===== src/rtl/regfile_dump_if.sv =====
// regfile_dump_if: bundles the register-file read port and the byte output
// stream of the register dump reader. The master side is the dump reader.
interface regfile_dump_if #(
    parameter int ADDR_W = 2,
    parameter int DATA_W = 8
);
    logic [ADDR_W-1:0] rd_addr;
    logic [DATA_W-1:0] rd_data;
    logic              out_valid;
    logic              out_ready;
    logic [DATA_W-1:0] out_data;
    logic [ADDR_W-1:0] out_index;
    logic              out_last;

    modport master (
        output rd_addr,
        input  rd_data,
        output out_valid,
        input  out_ready,
        output out_data,
        output out_index,
        output out_last
    );

    modport slave (
        input  rd_addr,
        output rd_data,
        input  out_valid,
        output out_ready,
        input  out_data,
        input  out_index,
        input  out_last
    );
endinterface


===== src/rtl/regfile_dump.sv =====
// regfile_dump: on a start pulse, reads registers 0..NUM_REGS-1 one at a time
// through a combinational read port and emits each value as a byte on a
// valid/ready stream. Define REGDUMP_CHECKSUM_EN to append a modulo-256 sum
// byte after the last register byte.
//
// state | meaning
// IDLE  | waiting for start; rd_addr parked at 0
// FETCH | rd_addr = addr; read data captured into the output byte
// SEND  | byte presented, held until out_ready
// CSUM  | checksum byte: first cycle loads it, then held until out_ready
module regfile_dump #(
    parameter int NUM_REGS = 4,
    parameter int ADDR_W   = 2,
    parameter int DATA_W   = 8
) (
    input  logic            clk,
    input  logic            rst_n,
    input  logic            start,
    regfile_dump_if.master  bus,
    output logic            busy,
    output logic            done
);
    typedef enum logic [1:0] {
        IDLE  = 2'd0,
        FETCH = 2'd1,
        SEND  = 2'd2,
        CSUM  = 2'd3
    } state_t;

    localparam logic [ADDR_W-1:0] LAST_ADDR = ADDR_W'(NUM_REGS - 1);

    state_t            state_q, state_d;
    logic [ADDR_W-1:0] addr_q, addr_d;
    logic              out_valid_q, out_valid_d;
    logic [DATA_W-1:0] out_data_q, out_data_d;
    logic [ADDR_W-1:0] out_index_q, out_index_d;
    logic              out_last_q, out_last_d;
    logic              busy_q, busy_d;
    logic              done_q, done_d;
`ifdef REGDUMP_CHECKSUM_EN
    logic [DATA_W-1:0] sum_q, sum_d;
`endif

    // Next-state and next-output computation for the dump sequencer.
    always_comb begin
        state_d     = state_q;
        addr_d      = addr_q;
        out_valid_d = out_valid_q;
        out_data_d  = out_data_q;
        out_index_d = out_index_q;
        out_last_d  = out_last_q;
        done_d      = 1'b0;
`ifdef REGDUMP_CHECKSUM_EN
        sum_d       = sum_q;
`endif
        case (state_q)
            IDLE: begin
                if (start) begin
                    addr_d  = '0;
                    state_d = FETCH;
`ifdef REGDUMP_CHECKSUM_EN
                    sum_d   = '0;
`endif
                end
            end
            FETCH: begin
                out_data_d  = bus.rd_data;
                out_index_d = addr_q;
                out_valid_d = 1'b1;
`ifdef REGDUMP_CHECKSUM_EN
                out_last_d  = 1'b0;
                sum_d       = sum_q + bus.rd_data;
`else
                out_last_d  = (addr_q == LAST_ADDR);
`endif
                state_d     = SEND;
            end
            SEND: begin
                if (bus.out_ready) begin
                    out_valid_d = 1'b0;
                    out_last_d  = 1'b0;
                    if (addr_q != LAST_ADDR) begin
                        addr_d  = addr_q + ADDR_W'(1);
                        state_d = FETCH;
                    end else begin
                        addr_d  = '0;
`ifdef REGDUMP_CHECKSUM_EN
                        state_d = CSUM;
`else
                        state_d = IDLE;
                        done_d  = 1'b1;
`endif
                    end
                end
            end
`ifdef REGDUMP_CHECKSUM_EN
            CSUM: begin
                // out_valid is low on entry, so the first cycle just loads the sum
                if (!out_valid_q) begin
                    out_data_d  = sum_q;
                    out_index_d = '0;
                    out_last_d  = 1'b1;
                    out_valid_d = 1'b1;
                end else if (bus.out_ready) begin
                    out_valid_d = 1'b0;
                    out_last_d  = 1'b0;
                    state_d     = IDLE;
                    done_d      = 1'b1;
                end
            end
`endif
            default: begin
                state_d     = IDLE;
                addr_d      = '0;
                out_valid_d = 1'b0;
                out_last_d  = 1'b0;
            end
        endcase
        busy_d = (state_d != IDLE);
    end

    // Sequencer state and registered outputs.
    always_ff @(posedge clk or negedge rst_n) begin
        if (!rst_n) begin
            state_q     <= IDLE;
            addr_q      <= '0;
            out_valid_q <= 1'b0;
            out_data_q  <= '0;
            out_index_q <= '0;
            out_last_q  <= 1'b0;
            busy_q      <= 1'b0;
            done_q      <= 1'b0;
`ifdef REGDUMP_CHECKSUM_EN
            sum_q       <= '0;
`endif
        end else begin
            state_q     <= state_d;
            addr_q      <= addr_d;
            out_valid_q <= out_valid_d;
            out_data_q  <= out_data_d;
            out_index_q <= out_index_d;
            out_last_q  <= out_last_d;
            busy_q      <= busy_d;
            done_q      <= done_d;
`ifdef REGDUMP_CHECKSUM_EN
            sum_q       <= sum_d;
`endif
        end
    end

    assign bus.rd_addr   = addr_q;
    assign bus.out_valid = out_valid_q;
    assign bus.out_data  = out_data_q;
    assign bus.out_index = out_index_q;
    assign bus.out_last  = out_last_q;
    assign busy          = busy_q;
    assign done          = done_q;
endmodule


===== src/flat_wrapper.sv =====
// flat-port wrapper written by rule: the top's interface ports become plain ports
module regfile_dump_flat 
#(
    parameter int NUM_REGS = 4,
    parameter int ADDR_W   = 2,
    parameter int DATA_W   = 8
)
  (clk, rst_n, start, busy, done, bus_rd_addr, bus_rd_data, bus_out_valid, bus_out_ready, bus_out_data, bus_out_index, bus_out_last);
  regfile_dump_if #(.ADDR_W(ADDR_W), .DATA_W(DATA_W)) bus_i ();
  input  logic clk;
  input  logic rst_n;
  input  logic start;
  output logic busy;
  output logic done;
  output wire logic [$bits(bus_i.rd_addr)-1:0] bus_rd_addr;
  input wire logic [$bits(bus_i.rd_data)-1:0] bus_rd_data;
  output wire logic [$bits(bus_i.out_valid)-1:0] bus_out_valid;
  input wire logic [$bits(bus_i.out_ready)-1:0] bus_out_ready;
  output wire logic [$bits(bus_i.out_data)-1:0] bus_out_data;
  output wire logic [$bits(bus_i.out_index)-1:0] bus_out_index;
  output wire logic [$bits(bus_i.out_last)-1:0] bus_out_last;
  assign bus_rd_addr = bus_i.rd_addr;
  assign bus_i.rd_data = bus_rd_data;
  assign bus_out_valid = bus_i.out_valid;
  assign bus_i.out_ready = bus_out_ready;
  assign bus_out_data = bus_i.out_data;
  assign bus_out_index = bus_i.out_index;
  assign bus_out_last = bus_i.out_last;
  regfile_dump #(.NUM_REGS(NUM_REGS), .ADDR_W(ADDR_W), .DATA_W(DATA_W)) u_core (.clk(clk), .rst_n(rst_n), .start(start), .bus(bus_i), .busy(busy), .done(done));
endmodule

===== config.mk =====
export PLATFORM = sky130hd
export DESIGN_NAME = regfile_dump_flat
export DESIGN_NICKNAME = d
export VERILOG_FILES = /design/src/rtl/regfile_dump_if.sv /design/src/rtl/regfile_dump.sv /design/src/flat_wrapper.sv
export SDC_FILE = /design/constraint.sdc
export NUM_CORES = 1
export LEC_CHECK = 0
export ABC_AREA = 1
export BUFFER_PORTS_ARGS = -buffer_cell sky130_fd_sc_hd__buf_2
export CAP_MARGIN = 20
export CORE_UTILIZATION = 45
export CTS_BUF_LIST = sky130_fd_sc_hd__clkbuf_16
export CTS_CLUSTER_DIAMETER = 40
export CTS_CLUSTER_SIZE = 24
export DETAILED_ROUTE_END_ITERATION = 8
export PLACE_DENSITY = 0.83
export SLEW_MARGIN = 10
export SYNTH_ARGS = -nofsm -noshare
export SYNTH_HDL_FRONTEND = slang
export SYNTH_SLANG_ARGS = --single-unit

===== constraint.sdc =====
create_clock -name clk -period 1.36 [get_ports clk]
set_clock_uncertainty 0.2 [all_clocks]
set_input_delay 0.068 -clock clk [delete_from_list [all_inputs] [get_ports clk]]
set_output_delay 0.068 -clock clk [all_outputs]
set_load 0.01 [all_outputs]

==> results of run 1 <==
-- sequential cells by signal (all words and copies together), names as in the netlist --
signal,cells
u_core.bus.out_data,8
u_core.busy,1
u_core.bus.out_last,1
u_core.bus.out_index,2
u_core.state_q,2
u_core.done,1
u_core.bus.out_valid,1
u_core.bus.rd_addr,2
-- cell type report --
cell class | count | area (um2) | area share, %
Tap cell | 16 | 20.0 | 1.81
Clock inverter | 1 | 3.75 | 0.340
Multi-Input combinational cell | 56 | 260 | 23.6
Clock buffer | 3 | 75.1 | 6.80
Inverter | 7 | 26.3 | 2.38
Timing Repair Buffer | 41 | 268 | 24.3
Sequential cell | 18 | 450 | 40.8
-- cells in the mapped netlist (all sizes together) --
library cell	number
nand4	1
dfrtp	18
inv	7
a21oi	1
nor2	3
nor3	1
o21bai	1
o21ai	2
nand2	33
buf	3
ha	1
nand3	13
-- critical path, delay by kind of cell (launching register included) --
family	cells	cell delay, ns
flip-flops	1	0.46
AO/OA/AOI/OAI	1	0.30
AND/OR/NAND/NOR	3	0.25
-- kinds of logic after synthesis --
group | Yosys count
fa+ha+maj | 1
compound gates | 4
simple gates | 51
flops | 18
buf+inv | 10
-- what timing repair did --
action                                  CTS  global route
hold buffers                             11             0
hold endpoints to repair                 31             0
resized for setup                         0             2
buffers inserted                          0             1
endpoints found under the setup margin    0             2
-- report_power, final --
part	internal, W	total (W)	switching [W]	leakage (nW)
registers	0.000759	0.000913	0.000153	0.229
clock network	0.000391	0.000589	0.000198	0.0385
logic	0.000384	0.000972	0.000587	0.358
total	0.00153	0.00247	0.000939	0.626
-- routing by layer --
metal	vias up	global-route usage (%)	routed length [um]
met5	-	0	0
met4	0	12.7	35
met3	4	6.38	83
li1	350	-	-
met2	18	39.1	951
met1	337	26.4	780
-- worst min path at each step --
stage / slack, ns / to / cells past startpoint
6_report: 0.09 / u_core.busy / 2
5_1_grt: 0.13 / u_core.bus.out_last / 2
4_1_cts: 0.09 / u_core.bus.out_last / 2
3_5_place_dp: -0.19 / u_core.bus.out_last / 1
3_3_place_gp: -0.19 / u_core.bus.out_index[0] / 1
2_1_floorplan: -0.43 / u_core.bus.out_data[0] / 0
-- through the flow --
step | utilization (%) | hold slack (ns) | std cells
floorplan | - | -0.428 | 84
global placement | 58.7 | -0.187 | 126
detailed placement | 58.7 | -0.185 | 126
CTS | 70.9 | 0.0901 | 141
global route | 71.6 | 0.129 | 142
finish | 71.6 | 0.0853 | 142
==> metrics.md, run 1 <==
| Metric | Value |
|---|---|
| First-pass GRT wire length | roughly 3000 um |
| Cell types with the largest area share after synthesis | sky130_fd_sc_hd__dfrtp_1 (60%), sky130_fd_sc_hd__nand2_1 (15%), sky130_fd_sc_hd__nand3_1 (8.6%) |
| Most frequent cells in the layout | sky130_fd_sc_hd__nand2_1 (31), sky130_fd_sc_hd__buf_2 (27), sky130_fd_sc_hd__dfrtp_1 (18), sky130_fd_sc_hd__nand3_1 (13), sky130_fd_sc_hd__dlygate4sd3_1 (11) |
| Pin count of the biggest net entering global routing | 19 |
| Combinational family with the most area after synthesis | simple AND/OR/NAND/NOR gates |
| Insertion delay to the later sink of the worst-skew pair | 0.25 ns |
| Ratio of cells with drive above 1 in the final layout | 32.5% |
| Delay of the slowest cell on the worst path | 0.46 ns |
| Clock transition at the registers of the reported paths | 0.05 ns |
| Worst reg2reg endpoint | u_core.bus.rd_addr[0] |
| Via density per instance | between 4 and 5 |
| Top Ports | 28 |
| Post-synthesis compound-gate area fraction | 3.48% |
| Routed wirelength normalized by instance count | 13.0 um |
| Cell Rows | 14 |
| Leakage dissipation | 0.626 nW |
| Count of final max-slew check failures | 0 |
| Net count reported at finish | 140 |
| TritonCTS Buffers | 3 |
| Final Hold Violating Endpoints | 0 |
| Warnings, synthesis | 0 |
| Final worst slack | between 0.04 and 0.05 ns |
| Total Routed Length | 1850 um |
| Largest fanout of any net on the critical path | 6 |
| Minimum setup slack after placement | 0.0926 ns |
| CP max stage cell | sky130_fd_sc_hd__dfrtp_1 |
| Number of global-route vias before repair | 701 |
| MaxCap Viol Count | 0 |
| Setup TNS | 0 ns |
| Most area-hungry cell type in the Yosys netlist | sky130_fd_sc_hd__dfrtp_1 |
| Weighted congestion at the end of routability-driven global placement | roughly 0.87 |
| Worst Reg2Reg Path Length in Cells | 4 |
| Setup slack of the most critical reg-to-reg path | 0.04 ns |
| Cell count after synthesis | 84 |
| Count of input and output buffers | 27 |
| Post-synthesis xor/xnor area fraction | 0% |
| Total of flip-flops plus latches after synthesis | 18 |
| Post-synth design cell area | 754 um2 |
| CTS tree | built |
| Diode insertion count for antenna repair | 0 |
| CTS HTree Levels | 1 |
| Total non-filler cell area in the finished layout | 1100 um2 |
| Initial core utilization | 48.9% |
| Die Ht | 42.9 um |
| Area inside the core boundary | around 1500 um2 |
| Count of endpoints failing setup in the final report | 0 |
| Critical Path AT | 1.26 ns |
| Cell-by-cell trace of the critical path | o21bai_1 > nand2_1 > nand2_1 > nand2_1 |
| Post-layout minimum cycle time | 1.32 ns |
| Post-place instance area | 905 um2 |
| Number of unique standard cell types used by synthesis | 17 |
| P&R area growth vs syn | 46.3% |
| Endpoint class of the critical path | register |
| Part of the Yosys area used for sequential elements | 59.7% |
| Die Outline Area | between 1500 and 2000 um2 |
| Iteration count of the initial detailed-routing pass | 4 |
| Slew headroom | 73.6% |
| Leading cell type in the layout, fill and taps excluded | sky130_fd_sc_hd__nand2_1 |
| Residual DRC | 0 |
| Slew at the pin closest to its max-slew limit | 0.396 ns |
| Worst setup SP type | register |
| Areal power density over the cells | 2240 nW/um2 |
| Syn Nets | 97 |
| Fraction of post-synthesis cell area in the top cell type by area | 59.7% |
| Fraction of synthesized area in multiplexers | 0% |
| Detailed placer's ending HPWL | approximately 1000 um |
| Simple-gate share of the synthesized area | around 29% |
| Critical path endpoint | u_core.bus.rd_addr[0] |
| 1st-iter DRT viols | 9 |
| Achievable Freq | 759 MHz |
| Class of the most critical setup path | reg2reg |
| Total via count after detailed routing | 709 |
| Synth Area in Adders | between 1.5 and 2% |
| Share of the clock period used by the worst path after layout | 96.9% |
| Die extent in x | approximately 43 um |
| Type of the worst min-delay path | in2async |
| Clock net sink count | 18 |
| Overall routing resource usage | 23.2% |
| Grt total ovfl | 0 |
| Unrepaired setup endpoints after global routing | false |
| Critical path launch point | u_core.state_q[0] |
| Required time of the critical path | 1.30 ns |
| Antenna violation net count after detailed routing | 0 |
| Synthesized area per cell | 8.98 um2 |
| Fill cell total of the finished layout | 117 |
| Outcome | completed |
| Antenna violations before repair | 0 |
| Worst vdd rail ir drop | 0.00141 V |
| Worst flop-to-flop path startpoint | u_core.state_q[0] |
| Maximum buffer depth of the clock tree | 2 |
| Clk Tree Root Cell | sky130_fd_sc_hd__clkbuf_16 |
| Most frequent CP cell | sky130_fd_sc_hd__nand2_1 |
| Post-route total power | ~0.0025 W |
Note: power is estimated with default switching activity, not from simulation.
==> run 2, diff against run 1 <==
- clock period: 1.36 -> 1.6 ns (I/O delays scaled with it)
==> run 2 against run 1 <==
Against the previous run:
- setup slack improved by 0.21 ns
- combinational power shrank 22%
- utilization shrank 1.1 points
- critical path depth unchanged
- critical endpoint is now u_core.bus.rd_addr[1]
==> metrics.md, run 2 (synthesis results as in run 1) <==
| Metric | Value |
|---|---|
| CP Buf/Inv Count | 0 (unchanged) |
| Leading cell type in the layout, fill and taps excluded | sky130_fd_sc_hd__nand2_1 (unchanged) |
| Slew headroom | 73.8% (was 73.6%) |
| Cell Rows | 14 (unchanged) |
| Count of final max-slew check failures | 0 (unchanged) |
| Area inside the core boundary | 1540 um2 (unchanged) |
| Die Outline Area | 1840 um2 (unchanged) |
| Achievable Freq | 742 MHz (was 759 MHz) |
| Most frequent CP cell | sky130_fd_sc_hd__nand2_1 (unchanged) |
| Overall routing resource usage | 20.1% (was 23.2%) |
| Grt total ovfl | 0 (unchanged) |
| Final Hold Violating Endpoints | 0 (unchanged) |
| Antenna violation net count after detailed routing | 0 (unchanged) |
| TritonCTS Buffers | 3 (unchanged) |
| Setup repair bufs after CTS | 0 (unchanged) |
| Cell type group with the largest total delay on the critical path | flip-flops (unchanged) |
| Delay of the slowest cell on the worst path | 0.51 ns (was 0.46 ns) |
| Required time of the critical path | 1.54 ns (was 1.30 ns) |
| Iteration count of the initial detailed-routing pass | 4 (unchanged) |
| Pin count of the biggest net entering global routing | 19 (unchanged) |
| 1st-iter DRT viols | 24 (was 9) |
| Number of flip-flops under the largest register name | 8 (unchanged) |
| Die Ht | 42.9 um (unchanged) |
| CTS HTree Levels | 1 (unchanged) |
| Class of the most critical setup path | reg2reg (unchanged) |
| Final worst slack | 0.252 ns (was 0.0426 ns) |
| Cell-by-cell trace of the critical path | o21bai_1 > nand2_1 > nand2_1 > nand2_1 (unchanged) |
| MaxCap Viol Count | 0 (unchanged) |
| Most frequent cells in the layout | sky130_fd_sc_hd__nand2_1 (31), sky130_fd_sc_hd__buf_2 (27), sky130_fd_sc_hd__dfrtp_1 (18), sky130_fd_sc_hd__nand3_1 (13), sky130_fd_sc_hd__dlygate4sd3_1 (11) (unchanged) |
| Setup slack of the most critical reg-to-reg path | 0.25 ns (was 0.04 ns) |
| Antenna violations before repair | 0 (unchanged) |
| Via density per instance | 5.07 (was 4.99) |
| Share of the clock period used by the worst path after layout | 84.2% (was 96.9%) |
| Critical Path AT | 1.29 ns (was 1.26 ns) |
| Weighted congestion at the end of routability-driven global placement | 0.833 (was 0.874) |
| Slew at the pin closest to its max-slew limit | 0.393 ns (was 0.396 ns) |
| Total Routed Length | 1670 um (was 1850 um) |
| Total via count after detailed routing | 710 (was 709) |
| Count of endpoints failing setup in the final report | 0 (unchanged) |
| Worst vdd rail ir drop | 0.00112 V (was 0.00141 V) |
| Net count reported at finish | 138 (was 140) |
| First-pass GRT wire length | 2740 um (was 2990 um) |
| Insertion delay to the later sink of the worst-skew pair | 0.25 ns (about the same) |
| Count of input and output buffers | 27 (unchanged) |
| Outcome | completed (unchanged) |
| Minimum setup slack after placement | 0.268 ns (was 0.0926 ns) |
| Final core area utilization | 70.5% (was 71.6%) |
| Diode insertion count for antenna repair | 0 (unchanged) |
| Detailed placer's ending HPWL | 1060 um (was 1050 um) |
| Setup TNS | 0 ns (unchanged) |
| Ratio of cells with drive above 1 in the final layout | 29.8% (was 32.5%) |
| Die extent in x | 42.9 um (unchanged) |
| Maximum buffer depth of the clock tree | 2 (unchanged) |
| Initial core utilization | 48.9% (unchanged) |
| Post-layout minimum cycle time | 1.35 ns (was 1.32 ns) |
| Largest fanout of any net on the critical path | 11 (was 6) |
| Unrepaired setup endpoints after global routing | false (unchanged) |
| Clock net sink count | 18 (unchanged) |
| Areal power density over the cells | 1890 nW/um2 (was 2240 nW/um2) |
| Worst setup SP type | register (unchanged) |
| Clock transition at the registers of the reported paths | 0.05 ns (about the same) |
| Leakage dissipation | 0.616 nW (was 0.626 nW) |
| Endpoint class of the critical path | register (unchanged) |
| Clk Tree Root Cell | sky130_fd_sc_hd__clkbuf_16 (unchanged) |
| P&R area growth vs syn | 43.9% (was 46.3%) |
| CP max stage cell | sky130_fd_sc_hd__dfrtp_1 (unchanged) |
| Top Ports | 28 (unchanged) |
| CTS tree | built (unchanged) |
| Number of global-route vias before repair | 639 (was 701) |
| Type of the worst min-delay path | in2async (unchanged) |
| Residual DRC | 0 (unchanged) |
| Routed wirelength normalized by instance count | 11.9 um (was 13.0 um) |
## run 2: cell count changes in the layout (fill, tap and decap cells not counted), sizes merged
| cell | before | now |
|---|---|---|
| buf | 30 | 28 |
## run 2: report_power, final
group          internal [W]  switching, W  leakage (nW)  total [W]
registers          0.000645      0.000147         0.229   0.000792
logic              0.000301      0.000461         0.348   0.000762
clock network      0.000332      0.000162        0.0385   0.000494
## run 2: final cells by class
type	count	area (um2)
repair buffers	39	253
fillers	123	455
multi-input cells	56	258
well taps	16	20.0
inverters	7	26.3
flip-flops and latches	18	450
clock buffers	3	75.1
clock inverters	1	3.75
## run 2: through the flow
stage | power, W | cell area [um2] | cells | hold slack [ns]
floorplan | 0.00127 | 754 | 84 | -0.416
global placement | 0.00149 | 897 | 125 | -0.178
detailed placement | 0.00152 | 897 | 125 | -0.179
CTS | 0.00205 | 1090 | 140 | 0.102
global route | 0.00219 | 1090 | 140 | 0.134
finish | 0.00205 | 1090 | 140 | 0.0812
## run 2: path summary, 6_finish.rpt
path | start | endpoint | cells past startpoint
min in group clk | u_core.bus.out_data[7] | u_core.bus.out_data[7] | 2
setup reg to reg | u_core.state_q[0] | u_core.bus.rd_addr[1] | 4
max in group asynchronous | rst_n | u_core.bus.rd_addr[1] | 2
setup / recovery | u_core.state_q[0] | u_core.bus.rd_addr[1] | 4
hold reg to reg | u_core.bus.out_data[7] | u_core.bus.out_data[7] | 2
hold / removal | rst_n | u_core.bus.out_index[0] | 2
## run 2: routing by layer
metal	vias to the layer above	global-route usage (%)	part of all wire (%)	wire, um
met5	-	0	0	0
met4	0	9.09	2.5	42
met3	6	3.83	4.7	79
met2	24	29.1	48	800
met1	332	29.3	45	743
li1	348	-	-	-
## run 2: what timing repair did
action,4_1_cts,5_1_grt
hold buffers,11,0
hold endpoints to repair,31,0
resized for setup,0,0
